===== config.mk =====
export PLATFORM = sky130hd
export DESIGN_NAME = updown_counter_param
export DESIGN_NICKNAME = d
export VERILOG_FILES = /design/src/rtl/updown_counter_param.sv
export SDC_FILE = /design/constraint.sdc
export NUM_CORES = 1
export LEC_CHECK = 0
export ABC_AREA = 1
export BUFFER_PORTS_ARGS = -buffer_cell sky130_fd_sc_hd__buf_4
export CAP_MARGIN = 15
export CORE_MARGIN = 8
export CORE_UTILIZATION = 51
export DETAILED_ROUTE_END_ITERATION = 12
export PLACE_DENSITY = 0.9
export SETUP_SLACK_MARGIN = 0.1
export SYNTH_ARGS = -nofsm -noshare
export SYNTH_HDL_FRONTEND = slang
export SYNTH_SLANG_ARGS = --single-unit
export TNS_END_PERCENT = 5

===== constraint.sdc =====
create_clock -name clk -period 1.8 [get_ports clk]
set_input_delay 0.09 -clock clk [delete_from_list [all_inputs] [get_ports clk]]
set_output_delay 0.09 -clock clk [all_outputs]
set_load 0.1 [all_outputs]

===== src/rtl/updown_counter_param.sv =====
// Parametrised modulo-N up/down counter with load, enable, wrap/saturate
// boundary policy, terminal-count pulse and sticky overflow/underflow flags.
module updown_counter_param #(
    parameter int unsigned WIDTH    = 8,
    parameter int unsigned MOD_MAX  = 2**WIDTH-1,
    parameter bit          SATURATE = 1'b0
) (
    input  logic             clk,
    input  logic             rst,
    input  logic             en,
    input  logic             mode,
    input  logic             load,
    input  logic [WIDTH-1:0] load_val,
    input  logic             clr_flags,
    output logic [WIDTH-1:0] count,
    output logic             tc,
    output logic             ovf,
    output logic             unf
);

    if (MOD_MAX < 1 || MOD_MAX > 2**WIDTH-1) begin : g_bad_mod_max
        $error("updown_counter_param: MOD_MAX out of range 1..2**WIDTH-1");
    end

    localparam logic [WIDTH-1:0] MaxVal  = WIDTH'(MOD_MAX);
    localparam logic [WIDTH-1:0] ZeroVal = '0;
    localparam logic [WIDTH-1:0] OneVal  = WIDTH'(1);

    logic [WIDTH-1:0] count_q, count_d;
    logic             tc_q, tc_d;
    logic             ovf_q, ovf_d;
    logic             unf_q, unf_d;

    logic at_max;
    logic at_zero;

    assign at_max  = (count_q == MaxVal);
    assign at_zero = (count_q == ZeroVal);

    always_comb begin
        count_d = count_q;
        tc_d    = 1'b0;
        // A boundary event below overrides this clear, so set wins
        ovf_d   = ovf_q & ~clr_flags;
        unf_d   = unf_q & ~clr_flags;

        if (load) begin
            count_d = (load_val > MaxVal) ? MaxVal : load_val;
        end else if (en) begin
            if (mode) begin
                if (at_max) begin
                    count_d = SATURATE ? MaxVal : ZeroVal;
                    tc_d    = 1'b1;
                    ovf_d   = 1'b1;
                end else begin
                    count_d = count_q + OneVal;
                end
            end else begin
                if (at_zero) begin
                    count_d = SATURATE ? ZeroVal : MaxVal;
                    tc_d    = 1'b1;
                    unf_d   = 1'b1;
                end else begin
                    count_d = count_q - OneVal;
                end
            end
        end
    end

    always_ff @(posedge clk) begin
        if (rst) begin
            count_q <= '0;
            tc_q    <= 1'b0;
            ovf_q   <= 1'b0;
            unf_q   <= 1'b0;
        end else begin
            count_q <= count_d;
            tc_q    <= tc_d;
            ovf_q   <= ovf_d;
            unf_q   <= unf_d;
        end
    end

    assign count = count_q;
    assign tc    = tc_q;
    assign ovf   = ovf_q;
    assign unf   = unf_q;

endmodule

* Word level (Yosys, flattened, before mapping)
Cells that the tools add are included.
** Storage, ports and cells
- Register bits :: 11
- Input port bits :: 14
** Cells by class
- Add/sub/neg operators :: 2
- Magnitude comparators :: 1
- Equal/unequal tests :: 1
- Mux-type cells :: 17
- Bitwise logic cells :: 4
- Reductions and logical operators :: 3
** Operators with widths (number)
- $mux W8 :: 6
- $mux W1 :: 11
- $add A8 B1 Y8 const B :: 1
- $eq A8 B8 Y1 const B :: 1
- $gt A8 B8 Y1 const B :: 1
- $logic_not A8 Y1 :: 1
- $sub A8 B1 Y8 const B :: 1
- $reduce_or A3 Y1 :: 1
- $and A1 B1 Y1 :: 2
- $not A1 Y1 :: 2
- $reduce_bool A2 Y1 :: 1

* Longest topological paths before layout
Gate-level depths: netlist of run 1.
- Depth after elaboration :: 6
- Depth in mapped cells :: 10
- Mapped depth without buffers :: 10

* Worst setup path after synthesis of run 1
Ideal clock, no wire load.
- Path kind :: register -> register
- Start point :: reg count_q[0] (netlist: count[0])
- End point :: reg count_q[0] (netlist: count[0])
- Setup time :: 0.135 ns
- Arrival :: 2.001 ns
- Setup slack :: -0.336 ns
- Stages on the path, launching flop included :: 11
- Cell sequence :: dfxtp_1 -> inv_1 -> ha_1 -> inv_1 -> nor2_1 -> nand3_1 -> inv_2 -> nand2_2 -> nand2_1 -> nand3b_1 -> a21oi_1
** On the way
- Longest elaborated chain between the ends :: 5
- Elaborated cells between the ends (all ways) :: 9
** RTL lines
- from (decl) :: line 29 : logic [WIDTH-1:0] count_q, count_d;
- from (signal assigned) :: line 77 : count_q <= count_d;
- $sub A8 B1 Y8, or another cell as far along :: line 64 : count_d = count_q - OneVal;
- $mux W8 (on tied branches) :: line 59, 51
- $mux W8 (*) :: line 50 : if (mode) begin
- $mux W8 (*) :: line 49 : end else if (en) begin
- $mux W8 (*) :: line 47 : if (load) begin
Every way passes the cells marked *; elsewhere a longest branch is shown, timed or not. The select of a mux whose other input is x is not followed.
A chain may end at the register's enable or synchronous reset.

* Worst setup path after layout of run 1
- Start point :: reg count_q[0] (netlist: count[0])
- End point :: reg count_q[3] (netlist: count[3])
Same word-level chain as after synthesis.

==> summary.txt, run 1 <==
Status
  • Status: finished clean

Synth
  • Synth Register Bits: 11
  • Compound-Gate Fraction of Synth Area: 18.9%
  • Post-synthesis cell count: around 140
  • Syn_area_per_cell: between 6 and 7 µm²
  • Sequential share of the synthesized area: 24.5%
  • Synth cell count leaders: nand2_1 (36), nand3_1 (14), inv_1 (12)
  • Synthesized net count: 153
  • Simple-gate share of the synthesized area: a little under two fifths
  • XOR/XNOR Fraction of Synth Area: 3.90%
  • Yosys top cell area share: 24.5%
  • Primary FF master, synth: dfxtp_1
  • Post-synth ARST share: 0%
  • Count of different cell masters after synthesis: 29
  • Mapped cell area: 898 µm²
  • Most frequent cell after synthesis: nand2_1
  • Top area cells in the synthesized netlist: dfxtp_1 (25%), nand2_1 (15%), nand3_1 (7.8%)
  • Adder-cell share of the synthesized area: 4.18%
  • Ys Warns: 0
  • Mux contribution to synthesized area: 0%
  • Post-synth top area cell: dfxtp_1
  • Post-synth EDFFs: 0
  • Largest family of logic cells by synthesized area: simple AND/OR/NAND/NOR gates

Pwr
  • Register share of total power: 37.3%
  • Net switching power: 0.343 mW
  • Max VDD drop: between 400 and 500 µV
  • Int Pwr: 0.446 mW
  • Power per cell area: 718 mW/mm²
  • Comb power frac: 40.2%
  • Switching share of power: 43.5%
  • Pleak: 0.505 nW
  • Clock power share: 22.5%

Detailed routing
  • Drt drc: 0
  • DRT Pass-1 Iters: 4
  • Via density: 5.59
  • Final ANT Viol Nets: 0
  • 1st-iter DRT viols: 43
  • Post-DR wirelength/cell: ~13 µm
  • Via count: 978
  • Final wirelength: 2.35 mm

Critical path
  • CP delay by family, top: simple AND/OR/NAND/NOR gates
  • Worst path cell trace: ha_1 -> nand2_2 -> nor2_4 -> a21oi_1 -> nand3_1 -> nand3_1 -> nand2_1 -> a21oi_1
  • CP Buf/Inv Count: 0
  • Max incr delay on CP: 0.37 ns
  • Critical Path RT: 2.01 ns
  • Arrival time worst endpoint: 1.70 ns
  • WS Path Type: register to register
  • CP startpoint kind: register
  • CP Capture Type: register
  • Max Fanout on Critical Path: 8
  • Worst path slowest cell: dfxtp_4

Clocking
  • Clock transition at path regs: 0.07 ns
  • Clock tree from TritonCTS: done
  • Clock latency on the worst-skew pair: 0.28 ns
  • H-Tree Depth: 1
  • Postcts setup bufs: 0
  • Num CTS Buffers: 3
  • Max Buffers Root-to-Sink: 2
  • CTS root buffer: clkbuf_4
  • # hold bufs at CTS: 0
  • Clock sink count: 11
  • CTS resizes: 0

Cells and area
  • Footprint of the multi-input gates: 582 µm²
  • Synth-to-layout area growth: 22.3%
  • Fill cell count: around 160
  • Register area: 233 µm²
  • Antenna fix cells: 0
  • Share of cells above drive strength 1: 32.3%
  • Fin area: between 0.001 and 0.0015 mm²
  • Nets: 176

Global routing
  • Largest net degree at the start of global routing: 13
  • Tot GR Track Use: 14.4%
  • First-pass GRT wire length: 3.88 mm
  • Initial antenna violation count: 0
  • Total congestion overflow: 0
  • Vias in the first global route: 892

Place
  • Port buffer count: 24
  • Placed Instance Area: about 0.0011 mm²
  • Final HPWL DP: about 1.8 mm
  • GPL Wtd Cong: 0.982

Floorplan
  • Die Wd: ~58 µm
  • Starting density of the core: 53.2%
  • FP Rows: 15
  • Core footprint: 0.00169 mm²
  • Die height: 58.0 µm
  • Die area: 0.00336 mm²
  • I/O pins: 25

Min path
  • Hold Path Class: primary input to register

Timing
  • Hold Violations, Final: 0
  • Min cycle time layout: 1.49 ns
  • Final Max Tran Viols: 0
  • Setup TNS Final: 0 ns
  • Slew @ Worst Pin: 0.556 ns
  • Rel. slew slack: 62.8%
  • Clock Skew: around 0.0051 ns
  • Endpoints failing setup: 0
  • FMAX: 669 MHz
  • RSZ-0062 raised after global routing: no
  • Final Cycle Share: 83.0%

Run
  • Max-cap violations: 0
power groups by stage:
stage | clock network [mW] | logic, mW | registers, mW
finish | 0.178 | 0.317 | 0.294
global route | 0.195 | 0.344 | 0.298
CTS | 0.181 | 0.317 | 0.294
detailed placement | 0 | 0.316 | 0.300
global placement | 0 | 0.311 | 0.298
floorplan | 0 | 0.159 | 0.386
layout make-up:
cell class | count | share of cell area, %
repair buffers | 24 | 16.4
clock buffers | 4 | 2.39
flip-flops and latches | 11 | 21.2
multi-input cells | 104 | 53.0
well taps | 17 | 1.94
inverters | 15 | 5.13
final timing paths:
kind             from       end  slack [ns]  cells past startpoint
max          count[0]  count[3]        0.31                      8
min               rst  count[5]        0.04                      2
max reg2reg  count[0]  count[3]        0.31                      8
min reg2reg       unf       unf        0.48                      2
through the flow:
step | utilization [%] | hold slack, ns | cells | worst slack (ns) | power, mW
2_1_floorplan | - | 0.152 | 136 | 0.110 | 0.545
4_1_cts | 65.0 | 0.0418 | 175 | 0.315 | 0.792
5_1_grt | 65.0 | 0.0521 | 175 | 0.207 | 0.838
6_report | 65.0 | 0.0423 | 175 | 0.306 | 0.789
3_3_place_gp | 63.5 | 0.335 | 171 | 0.385 | 0.609
3_5_place_dp | 63.5 | 0.338 | 171 | 0.329 | 0.616
sequential cells by signal, indices dropped and copies added, names as in the netlist:
signal,count
count,8
ovf,1
tc,1
unf,1
kinds of logic (layout without fill, tap and decap cells):
group,Yosys count,count (layout)
AO/OA/AOI/OAI,27,27
buffers and inverters,21,43
flip-flops,11,11
AND/OR/NAND/NOR,70,70
adder cells (fa/ha/maj),3,3
XOR/XNOR,4,4
layer usage:
layer	part of all wire (%)	GRT usage (%)	wire, µm
met3	7.8	5.96	183
met1	42	16.8	982
met5	0	0	0
met2	49	22.9	1160
met4	0.98	4.90	23
layout by cell type, fill, tap and decap left out, drive strengths merged:
cell type	instances
a21oi	13
a22oi	6
a31oi	1
buf	24
clkbuf	4
clkinv	1
dfxtp	11
ha	3
inv	14
nand2	38
nand3	17
nand3b	1
nand4	2
nor2	11
nor3	1
o211ai	1
o21ai	6
xnor2	2
xor2	2
Power figures use the tool's default switching activity.
==> run 2, diff against run 1 <==
--- a/config.mk
+++ b/config.mk
@@ -5,7 +5,7 @@
 export SDC_FILE = /design/constraint.sdc
 export NUM_CORES = 1
 export LEC_CHECK = 0
-export ABC_AREA = 1
+export ABC_AREA = 0
 export BUFFER_PORTS_ARGS = -buffer_cell sky130_fd_sc_hd__buf_4
 export CAP_MARGIN = 15
 export CORE_MARGIN = 8
==> constraint.sdc (replaced) <==
create_clock -name clk -period 1.4 [get_ports clk]
set_input_delay 0.07 -clock clk [delete_from_list [all_inputs] [get_ports clk]]
set_output_delay 0.07 -clock clk [all_outputs]
set_load 0.1 [all_outputs]
==> summary.txt, run 2 <==
Status
  • Status: finished, violations left
  • Failing checks: negative setup slack

Critical path
  • Arrival time worst endpoint: 1.70 ns (about the same)
  • Worst Setup EP: count[3]
  • CP startpoint kind: register
  • CP startpoint: count[3]
  • Max Fanout on Critical Path: 8 (unchanged)
  • Critical R2R Launch: count[3]
  • WS Path Type: register to register
  • Critical Path RT: 1.55 ns (-0.46 ns)
  • CP Capture Type: register
  • Reg2Reg Depth: 6 (-2)
  • Flop2flop setup slack: -0.15 ns (-0.46 ns)
  • Reg2reg end: count[3]

Detailed routing
  • Via count: 1128 (+15%)
  • 1st-iter DRT viols: 75 (+74%)
  • Post-DR wirelength/cell: 18.1 µm (+35%)
  • Via density: 6.20 (+11%)
  • Drt drc: 0 (unchanged)
  • Final ANT Viol Nets: 0 (unchanged)
  • DRT Pass-1 Iters: 5 (+1)
  • Final wirelength: 3.29 mm (+40%)

Timing
  • Rel. slew slack: 72.4% (+9.6 points)
  • Setup TNS Final: -0.575 ns (-0.575 ns)
  • Final Cycle Share: 111% (+28 points)
  • Slew @ Worst Pin: 0.413 ns (-0.143 ns)
  • Clock Skew: 0.00300 ns (-0.00214 ns)
  • Final Max Tran Viols: 0 (unchanged)
  • FMAX: 644 MHz (-3.8%)
  • RSZ-0062 raised after global routing: yes
  • Min cycle time layout: 1.55 ns (+0.0586 ns)
  • Post-route worst setup slack: -0.153 ns (-0.459 ns)
  • Hold Violations, Final: 0 (unchanged)
  • Endpoints failing setup: 9 (+9)

Place
  • Pre-CTS WS: -0.150 ns (-0.480 ns)
  • GPL Wtd Cong: 1.04 (+5.5%)
  • Final HPWL DP: 2.19 mm (+19%)
  • Port buffer count: 24 (unchanged)
  • Placed Instance Area: 0.00131 mm² (+22%)

Clocking
  • Num CTS Buffers: 3 (unchanged)
  • H-Tree Depth: 1 (unchanged)
  • Max Buffers Root-to-Sink: 2 (unchanged)
  • Clock tree from TritonCTS: done
  • CTS root buffer: clkbuf_4
  • # hold bufs at CTS: 0 (unchanged)
  • Clock latency on the worst-skew pair: 0.28 ns (about the same)
  • Clock transition at path regs: 0.08 ns (about the same)
  • Clock sink count: 11 (unchanged)

Min path
  • Hold Path Class: primary input to register
  • Worst Hold Launch: load_val[2]

Pwr
  • Power Total: 1.17 mW (+48%)
  • Max VDD drop: 793 µV (+64%)
  • Power per cell area: 832 mW/mm² (+16%)
  • Pleak: 0.550 nW (+8.9%)

Cells and area
  • Fill cell count: 119 (-24%)
  • Footprint of the multi-input gates: 742 µm² (+28%)
  • Register area: 240 µm² (+3.2%)
  • Fin area: 0.00141 mm² (+28%)
  • Nets: 175 (-0.57%)
  • Final core occ: 80.5% (+15 points)
  • Share of cells above drive strength 1: 46.5% (+14 points)
  • Commonest cells after routing, fill and taps aside: buf_4 (40), a21oi_1 (9), inv_1 (8), nor2_1 (7), nand2_1 (7)
  • Synth-to-layout area growth: 48.0%
  • Antenna fix cells: 0 (unchanged)
  • Largest register FFs: 8 (unchanged)
  • Commonest non-fill, non-tap cell in the layout: buf_4

Global routing
  • Tot GR Track Use: 18.9% (+4.6 points)
  • First-pass GRT wire length: 5.19 mm (+34%)
  • Vias in the first global route: 1093 (+23%)
  • Largest net degree at the start of global routing: 24 (+11)
  • Total congestion overflow: 0 (unchanged)
  • Initial antenna violation count: 0 (unchanged)

Synth
  • Synth Register Bits: 11 (unchanged)
  • Yosys top cell area share: 23.2% (-1.3 points)
  • Post-synth EDFFs: 0 (unchanged)
  • Top area cells in the synthesized netlist: dfxtp_1 (23%), a21oi_1 (5.3%), buf_2 (4.2%)
  • Synth cell count leaders: dfxtp_1 (11), a21oi_1 (10), inv_1 (10)
  • Post-synth ARST share: 0% (unchanged)
  • Ys Warns: 0 (unchanged)
  • Sequential share of the synthesized area: 23.2% (-1.3 points)
  • Mapped cell area: 950 µm² (+5.7%)
  • Post-synth top area cell: dfxtp_1
  • Synthesized net count: 141 (-7.8%)
  • Most frequent cell after synthesis: dfxtp_1
  • Syn_area_per_cell: 7.66 µm² (+16%)
  • Primary FF master, synth: dfxtp_1
  • Count of different cell masters after synthesis: 43 (+48%)
  • Post-synthesis cell count: 124 (-8.8%)

Floorplan
  • Die area: 0.00350 mm² (+4.1%)
  • Die height: 59.2 µm (+2.0%)
  • FP Rows: 15 (unchanged)
  • I/O pins: 25 (unchanged)
  • Starting density of the core: 54.4% (+1.2 points)
  • Die Wd: 59.2 µm (+2.0%)
  • Core footprint: 0.00175 mm² (+3.3%)

Run
  • Max-cap violations: 0 (unchanged)
[run 2: changes by cell type in the layout (fill, tap and decap cells not counted), moves of 4 or more]
cell	change
nand2_1	-29
a22oi_1	-6
inv_1	-4
buf_4	+16
nand3_1	-8
[run 2: what timing repair did]
action | 4_1_cts | 5_1_grt
endpoints found under the setup margin | 9 | 11
setup buffers | 0 | 1
gates cloned | 0 | 0
pin swaps | 1 | 4
gates resized for setup | 6 | 8
[run 2: worst max-delay path, cell delays in order (launching register included)]
cell	delay [ns]
dfxtp_2	0.44
buf_4	0.16
nand3_2	0.11
nor4_4	0.29
buf_4	0.16
nand3b_1	0.12
a31oi_1	0.12
[run 2: area by class of cell]
class                   count  area share [%]
well taps                  25            2.23
clock buffers               4            1.87
flip-flops and latches     11            17.1
inverters                  10            3.21
repair buffers             41            22.8
multi-input cells          91            52.8
[run 2: where the power goes]
part	switching (mW)	leakage [nW]	internal [mW]	total, mW
Sequential	0.0477	0.0943	0.335	0.383
Clock	0.129	0.0150	0.111	0.240
Combinational	0.332	0.441	0.214	0.546
Total	0.509	0.550	0.660	1.17
[run 2: cell families after synthesis]
logic type	after synthesis	synth area share, %
xor+xnor	2	1.84
compound gates	38	28.2
fa+ha+maj	3	3.95
simple gates	46	30.0
buf+inv	22	10.5
flops	11	23.2
mux	2	2.24
[run 2: through the flow]
step                      std cells  hold WS, ns
after global placement          177        0.296
after detailed placement        177        0.325
after global routing            182       0.0216
final                           182       0.0225
after floorplan                 124        0.206
after CTS                       181       0.0292
[run 2: worst min path at each step]
stage                     endpoint  slack (ns)  depth (start not counted)
after detailed placement  count[2]        0.33                          3
after global placement    count[2]        0.30                          3
final                     count[2]        0.02                          3
after global routing      count[2]        0.02                          3
after CTS                 count[2]        0.03                          3
after floorplan           count[2]        0.21                          2
[run 2: routing by layer]
metal  vias up  part of all wire, %  track usage, %  wire length (µm)
met1       510                   39            22.6              1300
met4         0                  2.0            8.53                65
met2        71                   48            31.2              1590
li1        537                    -               -                 -
met5         -                    0               0                 0
met3        10                   10            4.34               339
